==> src/rtl/divider_pkg.sv <==
// Shared definitions for the sequential divider: default width, FSM state
// encoding and the iteration-counter width.
package div_pkg;

  localparam int DIV_WIDTH = 32;

  // Counter must hold WIDTH itself, hence one bit above clog2.
  localparam int DIV_CNT_W = $clog2(DIV_WIDTH) + 1;

  typedef enum logic [1:0] {
    IDLE = 2'd0,
    RUN  = 2'd1,
    FIX  = 2'd2
  } div_state_t;

endpackage

==> src/rtl/div_step.sv <==
// One combinational restoring-division iteration: shift {rem,quot} left,
// trial-subtract the divisor at WIDTH+1 bits, keep the result if it fits.
module div_step #(
  parameter int WIDTH = 32
) (
  input  logic [WIDTH-1:0] rem,
  input  logic [WIDTH-1:0] quot,
  input  logic [WIDTH-1:0] divisor,
  output logic [WIDTH-1:0] rem_next,
  output logic [WIDTH-1:0] quot_next
);

  logic [WIDTH:0] shifted;
  logic [WIDTH:0] trial;

  // rem < divisor on entry, so the shifted remainder fits in WIDTH+1 bits and
  // a non-negative trial always fits back into WIDTH bits.
  always_comb begin
    shifted = {rem, quot[WIDTH-1]};
    trial   = shifted - {1'b0, divisor};
    if (trial[WIDTH]) begin
      rem_next  = shifted[WIDTH-1:0];
      quot_next = {quot[WIDTH-2:0], 1'b0};
    end else begin
      rem_next  = trial[WIDTH-1:0];
      quot_next = {quot[WIDTH-2:0], 1'b1};
    end
  end

endmodule

==> src/rtl/divider.sv <==
// Sequential restoring divider, one quotient bit per clock.
// Lo = quotient, Hi = remainder. Define DIVIDER_SIGNED_EN for signed (DIV)
// semantics; otherwise operands are unsigned (DIVU) and no negation exists.
module divider
  import div_pkg::*;
#(
  parameter int WIDTH = DIV_WIDTH
) (
  input  logic             clk,
  input  logic             reset,
  input  logic             start,
  input  logic [WIDTH-1:0] A,
  input  logic [WIDTH-1:0] B,
  output logic             busy,
  output logic             done,
  output logic             div_zero,
  output logic [WIDTH-1:0] Hi,
  output logic [WIDTH-1:0] Lo
);

  localparam int CW = $clog2(WIDTH) + 1;

  div_state_t       state, nstate;
  logic [CW-1:0]    cnt;
  logic [WIDTH-1:0] rem, quot, dvs;
  logic [WIDTH-1:0] rem_n, quot_n;
  logic [WIDTH-1:0] a_mag, b_mag;
  logic [WIDTH-1:0] fix_hi, fix_lo;

`ifdef DIVIDER_SIGNED_EN
  logic q_neg, r_neg;

  // Magnitudes of two's-complement operands; -MIN wraps to MIN, which is
  // exactly the unsigned magnitude we need.
  always_comb begin
    a_mag = A[WIDTH-1] ? -A : A;
    b_mag = B[WIDTH-1] ? -B : B;
  end

  // Truncate toward zero; remainder follows the dividend's sign.
  always_comb begin
    fix_lo = q_neg ? -quot : quot;
    fix_hi = r_neg ? -rem  : rem;
  end
`else
  // Unsigned: operands pass straight through, writeback is unmodified.
  always_comb begin
    a_mag  = A;
    b_mag  = B;
    fix_lo = quot;
    fix_hi = rem;
  end
`endif

  div_step #(.WIDTH(WIDTH)) u_step (
    .rem       (rem),
    .quot      (quot),
    .divisor   (dvs),
    .rem_next  (rem_n),
    .quot_next (quot_n)
  );

  assign busy = (state != IDLE);

  // State register.
  always_ff @(posedge clk) begin
    if (reset) state <= IDLE;
    else       state <= nstate;
  end

  // Next-state logic; a zero divisor completes without leaving IDLE.
  always_comb begin
    nstate = state;
    case (state)
      IDLE:    if (start && (B != '0)) nstate = RUN;
      RUN:     if (cnt == CW'(1))      nstate = FIX;
      FIX:     nstate = IDLE;
      default: nstate = IDLE;
    endcase
  end

  // Datapath: operand latch, iteration, writeback and completion pulses.
  always_ff @(posedge clk) begin
    if (reset) begin
      cnt      <= '0;
      rem      <= '0;
      quot     <= '0;
      dvs      <= '0;
      Hi       <= '0;
      Lo       <= '0;
      done     <= 1'b0;
      div_zero <= 1'b0;
`ifdef DIVIDER_SIGNED_EN
      q_neg    <= 1'b0;
      r_neg    <= 1'b0;
`endif
    end else begin
      done     <= 1'b0;
      div_zero <= 1'b0;
      case (state)
        IDLE: if (start) begin
          dvs  <= b_mag;
          quot <= a_mag;
          rem  <= '0;
`ifdef DIVIDER_SIGNED_EN
          q_neg <= A[WIDTH-1] ^ B[WIDTH-1];
          r_neg <= A[WIDTH-1];
`endif
          if (B == '0) begin
            done     <= 1'b1;
            div_zero <= 1'b1;
          end else begin
            cnt <= CW'(WIDTH);
          end
        end
        RUN: begin
          rem  <= rem_n;
          quot <= quot_n;
          cnt  <= cnt - CW'(1);
        end
        FIX: begin
          Hi   <= fix_hi;
          Lo   <= fix_lo;
          done <= 1'b1;
        end
        default: ;
      endcase
    end
  end

endmodule

==> config.mk <==
export PLATFORM = sky130hd
export DESIGN_NAME = divider
export DESIGN_NICKNAME = d
export VERILOG_FILES = /design/src/rtl/divider_pkg.sv /design/src/rtl/div_step.sv /design/src/rtl/divider.sv
export SDC_FILE = /design/constraint.sdc
export NUM_CORES = 1
export LEC_CHECK = 0
export BUFFER_PORTS_ARGS = -buffer_cell sky130_fd_sc_hd__buf_2
export CAP_MARGIN = 10
export CORE_MARGIN = 10
export CORE_UTILIZATION = 40
export CTS_CLUSTER_DIAMETER = 200
export DETAILED_ROUTE_END_ITERATION = 8
export GPL_ROUTABILITY_DRIVEN = 0
export GPL_TIMING_DRIVEN = 0
export PLACE_DENSITY = 0.6
export REMOVE_ABC_BUFFERS = 1
export SYNTH_ARGS = -nofsm -noshare
export SYNTH_HDL_FRONTEND = slang
export SYNTH_SLANG_ARGS = --single-unit
==> constraint.sdc <==
create_clock -name clk -period 4.2 [get_ports clk]
set_input_delay 0.21 -clock clk [delete_from_list [all_inputs] [get_ports clk]]
set_output_delay 0.21 -clock clk [all_outputs]
set_load 0.005 [all_outputs]
==> results of run 1 <==
==> cells in the final DEF, fill, tap and decap left out, types with 11 or more instances in the layout <==
cell type / n
a21o_1: 16
a21oi_1: 127
a311oi_1: 33
buf_2: 132
clkbuf_16: 17
dfxtp_1: 170
ha_1: 34
inv_1: 40
mux2i_1: 31
nand2_1: 313
nor2_1: 58
nor4_1: 11
o21ai_0: 19
o21ai_1: 32
xnor2_1: 19
xor2_1: 13
==> state kept, by name, summed over array words and instances (netlist names) <==
name	count
Hi	32
state	2
div_zero	1
done	1
fix_hi	32
Lo	32
fix_lo	32
dvs	32
cnt	6
==> cells by family after synthesis <==
logic type,count (synthesis),share of synthesized area [%]
xor+xnor,32,3.381
compound gates,260,19.36
mux,31,3.743
flops,170,41.05
fa+ha+maj,35,5.373
buf+inv,107,5.524
simple gates,434,21.57
==> final cells by class <==
type	instances	area [µm²]
tap	270	337.8
inverter	40	150.1
fill	2067	10390
clock buffer	17	425.4
clock inverter	15	175.2
sequential	170	3403
multi-input combinational	792	4456
timing repair buffer	149	962.2
==> path summary, 6_finish.rpt <==
path	from	to	slack [ns]	cells past startpoint
setup reg to reg	fix_lo[31]$_SDFFE_PP0P_	fix_hi[0]$_SDFFE_PP0P_	0.79	14
hold / removal	B[18]	dvs[18]$_SDFFE_PP0P_	0.02	3
setup / recovery	fix_lo[31]$_SDFFE_PP0P_	fix_hi[0]$_SDFFE_PP0P_	0.79	14
hold reg to reg	Lo[24]$_SDFFE_PP0P_	Lo[24]$_SDFFE_PP0P_	0.45	2
==> power by group <==
group	internal, mW	switching [mW]
Combinational	1.11	1.29
Sequential	1.74	0.110
Clock	0.852	0.760
==> critical path, delay by kind of cell (launching register included) <==
kind	cells	cell delay, ns
buffers and inverters	3	0.39
DFF	1	0.33
and+or+nand+nor	2	0.31
AOI/OAI and AO/OA	6	1.52
adders and majority gates	2	0.56
muxes	1	0.23
==> routing by layer <==
metal | track usage [%] | routed length [µm]
met1 | 19.98 | 9971
met2 | 27.77 | 10490
met3 | 5.632 | 1433
met4 | 6.093 | 411
met5 | 0 | 13
==> through the flow <==
stage               cells  hold slack, ns  setup TNS (ns)
detailed placement   1416          0.4430               0
floorplan            1002          0.2791               0
CTS                  1453       0.0003987               0
finish               1453         0.01708               0
global placement     1405          0.4383          -81.67
global route         1453         0.01341               0
==> out/summary.txt, run 1 <==
Status - completed
Clock slew at reported path FFs - 0.08 ns
CTS root buffer - clkbuf_16
Number of global-route vias before repair - 7190
Core Util, Final - 48.82%
Io pins - 134
Max FO, Critical Path - 14
Pre-antenna DRT Iters - 4
Post-synthesis cell count - 1069
First-pass GRT wire length - 36680 µm
Worst-margin pin slew - 0.8867 ns
Row count - 52
Cell area after synthesis - 0.008290 mm²
RSZ-0062 raised after global routing - false
DP HPWL - 15810 µm
Core outline area - 0.02030 mm²
Post-synth top area cell - dfxtp_1
Setup violators final - 0
Post-Layout Inst Area - 0.009910 mm²
Sequential cell area fraction in the yosys report - 41.05%
Mean post-synth cell area - 7.755 µm²
Worst Skew - 0.01249 ns
Yosys cell types - 54
HP Class - primary input to register
TritonCTS clock tree - built
Final hold viol count - 0
Worst-path cell chain - inv_1 > ha_1 > inv_1 > fa_1 > a21o_1 > a221o_1 > nand4_2 > a31oi_4 > o31ai_4 > nand3_2 > o311ai_4 > buf_16 > mux2i_1 > a22o_1
GR Overflow Total - 0
Slowest-stage cell, CP - fa_1
DR iter-0 viols - 347
Htree depth - 4
Hold_buf cts - 5
Post-DR vias/cell - 5.067
Post CTS Setup Buffer Count - 0
Synth cell count leaders - 314 x nand2_1, 170 x dfxtp_1, 127 x a21oi_1
CTS Buf Count - 17
Synth top area share - 41.05%
Final #Nets - 1272
Power Total - 5.862 mW
Rel. slew slack - 40.74%
Number of port buffers - 133
Placed Area - 0.009259 mm²
Crit path required time - 4.58 ns
Pwr per Cell Area - 591.6 mW/mm²
Post-Place Setup Slack - 0.8145 ns
Post-CTS sizing - 0
Area growth, synth to finish - 19.53%
Final Worst Setup Slack - 0.7866 ns
CP Capture Type - register
DRC viols - 0
Final ANT Viol Nets - 0
Initial antenna violation count - 1
Fin crit share - 81.27%
Asr flop ratio synth - 0%
Layout cells sized above 1 - 16.23%
Diodes inserted - 0
Startpoint types - register
Die height - 164.0 µm
Initial Util - 40.84%
Post-Route WL - 22320 µm
Crit path kind - register to register
All-Layer GR Usage - 16.83%
Leakage dissipation - 4.080 nW
CTS max path bufs - 2
CTS sink count - 170
#FFs+latches synth - 170
Slowest stage delay, CP - 0.40 ns
Max_cap viols - 0
Largest net degree at the start of global routing - 77
Worst Path Arrival - 3.79 ns
Die Width - 164.0 µm
Worst-Skew Late Latency - 0.44 ns
Top-count cell post-synth - nand2_1
Slew Viols, Final - 0
Warnings, synthesis - 0
Vias - 7362
Top cells by area, synth - dfxtp_1 41%, nand2_1 14%, a21oi_1 7.7%, ha_1 5.1%, mux2i_1 3.7%
Max Fclk - 0.2930 GHz
IR drop worst, VDD - 380.3 µV
Wirelength per Cell - 15.36 µm
Tmin final - 3.413 ns
Die ar. - 0.02688 mm²
Predominant post-synthesis flop cell - dfxtp_1
Post-synth EDFFs - 0
Most used cell, CP - inv_1
(Power assumes the default switching activity.)
==> run 2: changes to the inputs <==
--- a/config.mk
+++ b/config.mk
@@ -5,6 +5,7 @@
 export SDC_FILE = /design/constraint.sdc
 export NUM_CORES = 1
 export LEC_CHECK = 0
+export ABC_AREA = 1
 export BUFFER_PORTS_ARGS = -buffer_cell sky130_fd_sc_hd__buf_2
 export CAP_MARGIN = 10
 export CORE_MARGIN = 10
@@ -13,7 +14,7 @@
 export DETAILED_ROUTE_END_ITERATION = 8
 export GPL_ROUTABILITY_DRIVEN = 0
 export GPL_TIMING_DRIVEN = 0
-export PLACE_DENSITY = 0.6
+export PLACE_DENSITY = 0.59
 export REMOVE_ABC_BUFFERS = 1
 export SYNTH_ARGS = -nofsm -noshare
 export SYNTH_HDL_FRONTEND = slang
==> constraint.sdc (replaced) <==
create_clock -name clk -period 3.25 [get_ports clk]
set_input_delay 0.1625 -clock clk [delete_from_list [all_inputs] [get_ports clk]]
set_output_delay 0.1625 -clock clk [all_outputs]
set_load 0.005 [all_outputs]
==> run 2 against run 1 <==
Compared with the run above:
- register-to-register slack worse by 0.47 ns
- hold slack got worse by 0.0062 ns
- clock skew is 0.0020 ns lower
- count of clock-buffer cells in the layout rose by 1
- area after synthesis rose by 12%
- design area grew 8.7%
- final cell count up 23%
- highest routed layer unchanged
==> out/summary.txt, run 2 <==
Asr flop ratio synth - 0% (unchanged)
CP Capture Type - register (unchanged)
GR Overflow Total - 0 (unchanged)
Worst-Skew Late Latency - 0.44 ns (about the same)
Fillcell total - 2405 (was 2067)
Post-Route WL - 25410 µm (was 22320 µm)
Main combinational cell family by area after synthesis - simple AND/OR/NAND/NOR gates (unchanged)
Clock power frac - 32.7% (was 27.5%)
Post-route insts no fill - 1791 (was 1453)
Most frequent cells in the layout - 349 x nand2_1, 238 x inv_1, 170 x dfxtp_1 (was 313 x nand2_1, 170 x dfxtp_1, 132 x buf_2)
Pwr per Cell Area - 604.1 mW/mm² (was 591.6 mW/mm²)
Simple-Gate Fraction of Synth Area - 24.90% (was 21.57%)
XOR/XNOR Fraction of Synth Area - 1.515% (was 3.381%)
Final Worst Setup Slack - 0.3121 ns (was 0.7866 ns)
Adder-cell share of the synthesized area - 4.817% (was 5.373%)
Warnings, synthesis - 0 (unchanged)
Htree depth - 4 (unchanged)
CTS Buf Count - 17 (unchanged)
Worst-margin pin slew - 0.9037 ns (was 0.8867 ns)
Synth cell count leaders - 350 x nand2_1, 239 x inv_1, 170 x dfxtp_1 (was 314 x nand2_1, 170 x dfxtp_1, 127 x a21oi_1)
Status - completed (unchanged)
Setup violators final - 0 (unchanged)
DR iter-0 viols - 408 (was 347)
CTS sink count - 170 (unchanged)
DP HPWL - 18220 µm (was 15810 µm)
Final #Nets - 1595 (was 1272)
Slowest stage delay, CP - 0.36 ns (was 0.40 ns)
Most used cell, CP - buf_12 (was inv_1)
Slowest-stage cell, CP - nand2_2 (was fa_1)
Worst Skew - 0.01050 ns (was 0.01249 ns)
Pint - 4.035 mW (was 3.699 mW)
Pre-antenna DRT Iters - 5 (was 4)
Final hold viol count - 0 (unchanged)
#FFs+latches synth - 170 (unchanged)
Max Fclk - 0.3404 GHz (was 0.2930 GHz)
Row count - 55 (was 52)
Crit path kind - register to register (unchanged)
Comb power frac - 31.9% (was 41.0%)
Rel. slew slack - 39.75% (was 40.74%)
Startpoint types - register (unchanged)
All-Layer GR Usage - 17.58% (was 16.83%)
Synth top area share - 36.80% (was 41.05%)
Fin crit share - 90.40% (was 81.27%)
Post CTS Setup Buffer Count - 0 (unchanged)
Net Sw Frac - 37.98% (was 36.91%)
Layout cells sized above 1 - 13.55% (was 16.23%)
Worst-path cell chain - inv_1 > nand2_2 > buf_12 > inv_1 > buf_16 > nor2_4 > buf_12 > buf_12 > a211oi_1 > a211oi_1 (was inv_1 > ha_1 > inv_1 > fa_1 > a21o_1 > a221o_1 > nand4_2 > a31oi_4 > o31ai_4 > nand3_2 > o311ai_4 > buf_16 > mux2i_1 > a22o_1)
Diodes inserted - 0 (unchanged)
Sequential cell area fraction in the yosys report - 36.80% (was 41.05%)
Commonest non-fill, non-tap cell in the layout - nand2_1 (unchanged)
Die height - 172.1 µm (was 164.0 µm)
Mean post-synth cell area - 6.620 µm² (was 7.755 µm²)
HP Class - primary input to register (unchanged)
Yosys cell types - 35 (was 54)
CTS max path bufs - 2 (unchanged)
RSZ-0062 raised after global routing - false (unchanged)
Max FO, Critical Path - 44 (was 14)
Post-Place Setup Slack - 0.1255 ns (was 0.8145 ns)
Post-synthesis mux area share - 0% (was 3.743%)
Number of global-route vias before repair - 8495 (was 7190)
Compound-Gate Fraction of Synth Area - 18.97% (was 19.36%)
DRC viols - 0 (unchanged)
Max_cap viols - 0 (unchanged)
CTS root buffer - clkbuf_16 (unchanged)
Final ANT Viol Nets - 0 (unchanged)
Leakage dissipation - 5.349 nW (was 4.080 nW)
Switching component of the power - 2.471 mW (was 2.164 mW)
Setup_tns - 0 ns (unchanged)
Post-synth EDFFs - 0 (unchanged)
DP Cell Count - 1756 (was 1416)
Predominant post-synthesis flop cell - dfxtp_1 (unchanged)
Initial antenna violation count - 4 (was 1)
Die ar. - 0.02960 mm² (was 0.02688 mm²)
Number of port buffers - 133 (unchanged)
Initial Util - 40.72% (was 40.84%)
Largest net degree at the start of global routing - 102 (was 77)
Slew Viols, Final - 0 (unchanged)
Top-count cell post-synth - nand2_1 (unchanged)
First-pass GRT wire length - 42190 µm (was 36680 µm)
Vias - 8743 (was 7362)
R2r setup slk - 0.31 ns (was 0.79 ns)
IR drop worst, VDD - 327.7 µV (was 380.3 µV)
TritonCTS clock tree - built (unchanged)
Crit path required time - 3.59 ns (was 4.58 ns)
Die Width - 172.1 µm (was 164.0 µm)
Wirelength per Cell - 14.19 µm (was 15.36 µm)
Tmin final - 2.938 ns (was 3.413 ns)
Worst Path Arrival - 3.28 ns (was 3.79 ns)
Io pins - 134 (unchanged)
Top cells by area, synth - dfxtp_1 37%, nand2_1 14%, inv_1 9.7%, a21oi_1 7.6%, o21ai_0 5.4% (was dfxtp_1 41%, nand2_1 14%, a21oi_1 7.7%, ha_1 5.1%, mux2i_1 3.7%)
Post-synth top area cell - dfxtp_1 (unchanged)
Clock slew at reported path FFs - 0.08 ns (about the same)
Post-DR vias/cell - 4.882 (was 5.067)
Cell area after synthesis - 0.009248 mm² (was 0.008290 mm²)
Post-synthesis cell count - 1397 (was 1069)
Area growth, synth to finish - 16.45% (was 19.53%)
Core outline area - 0.02271 mm² (was 0.02030 mm²)
Seq pwr share - 35.3% (was 31.5%)
==> run 2: changes by cell type after synthesis, sizes merged, moves of 18 or more <==
cell    previous run  this run
nand2            314       366
a211oi             4        62
mux2i             31         0
inv               40       241
nor2              58        95
a311oi            33         0
a21oi            128       146
nand3              8        57
o21ai             51       101
==> run 2: final timing paths <==
path | from | end | depth (start not counted)
worst max-delay path | state[1]$_SDFFE_PP0P_ | fix_lo[6]$_SDFFE_PP0P_ | 10
worst min-delay path | start | done$_SDFF_PP0_ | 3
worst max register to register | state[1]$_SDFFE_PP0P_ | fix_lo[6]$_SDFFE_PP0P_ | 10
worst min register to register | cnt[5]$_SDFFE_PP0P_ | cnt[5]$_SDFFE_PP0P_ | 2
==> run 2: power groups by stage <==
stage	Clock [mW]	Sequential, mW	Combinational [mW]
global route	2.26	2.32	2.39
detailed placement	0	2.35	2.06
CTS	2.17	2.30	2.08
finish	2.13	2.30	2.08
global placement	0	2.35	2.03
floorplan	0	2.33	1.51
==> run 2: cell type report <==
cell class,instances,area [µm²],area share (%)
Tap cell,285,356.6,3.311
Timing Repair Buffer,141,815.8,7.575
Clock buffer,18,439.2,4.078
Sequential cell,170,3403,31.60
Inverter,242,912.1,8.470
Clock inverter,14,176.4,1.638
Multi-Input combinational cell,921,4666,43.33
==> run 2: logic make-up (layout without fill, tap and decap cells) <==
kind of cell | count (synthesis) | in the layout
xor+xnor | 16 | 16
simple gates | 556 | 557
compound gates | 313 | 313
fa+ha+maj | 35 | 35
flops | 170 | 170
buf+inv | 307 | 415
==> run 2: per-stage QoR <==
stage / hold WS [ns] / cell area [µm²] / power, mW / util (%)
floorplan: 0.2249 / 8954 / 3.844 / -
global placement: 0.4245 / 9976 / 4.377 / 43.93
detailed placement: 0.4336 / 10130 / 4.409 / 44.60
CTS: 0.005597 / 10760 / 6.551 / 47.39
global route: 0.01419 / 10770 / 6.972 / 47.42
finish: 0.01087 / 10770 / 6.506 / 47.42
==> run 2: critical path: cells and delay by family (launching register included) <==
kind / cells / cell delay [ns]
compound gates: 2 / 0.28
buf+inv: 6 / 1.51
simple gates: 2 / 0.66
flops: 1 / 0.33
==> run 2: routing by layer <==
layer	global-route usage, %	vias up	part of all wire (%)
li1	-	4635	-
met1	22.26	3877	47
met2	27.38	195	44
met3	6.589	30	8.1
met4	4.835	6	1.2
met5	0	-	0.13
==> run 2: timing repair <==
action | in CTS | in global routing
resized for setup | 0 | 0
hold buffers | 2 | 0
setup endpoints to repair | 0 | 20
endpoints found under the hold margin | 2 | 0
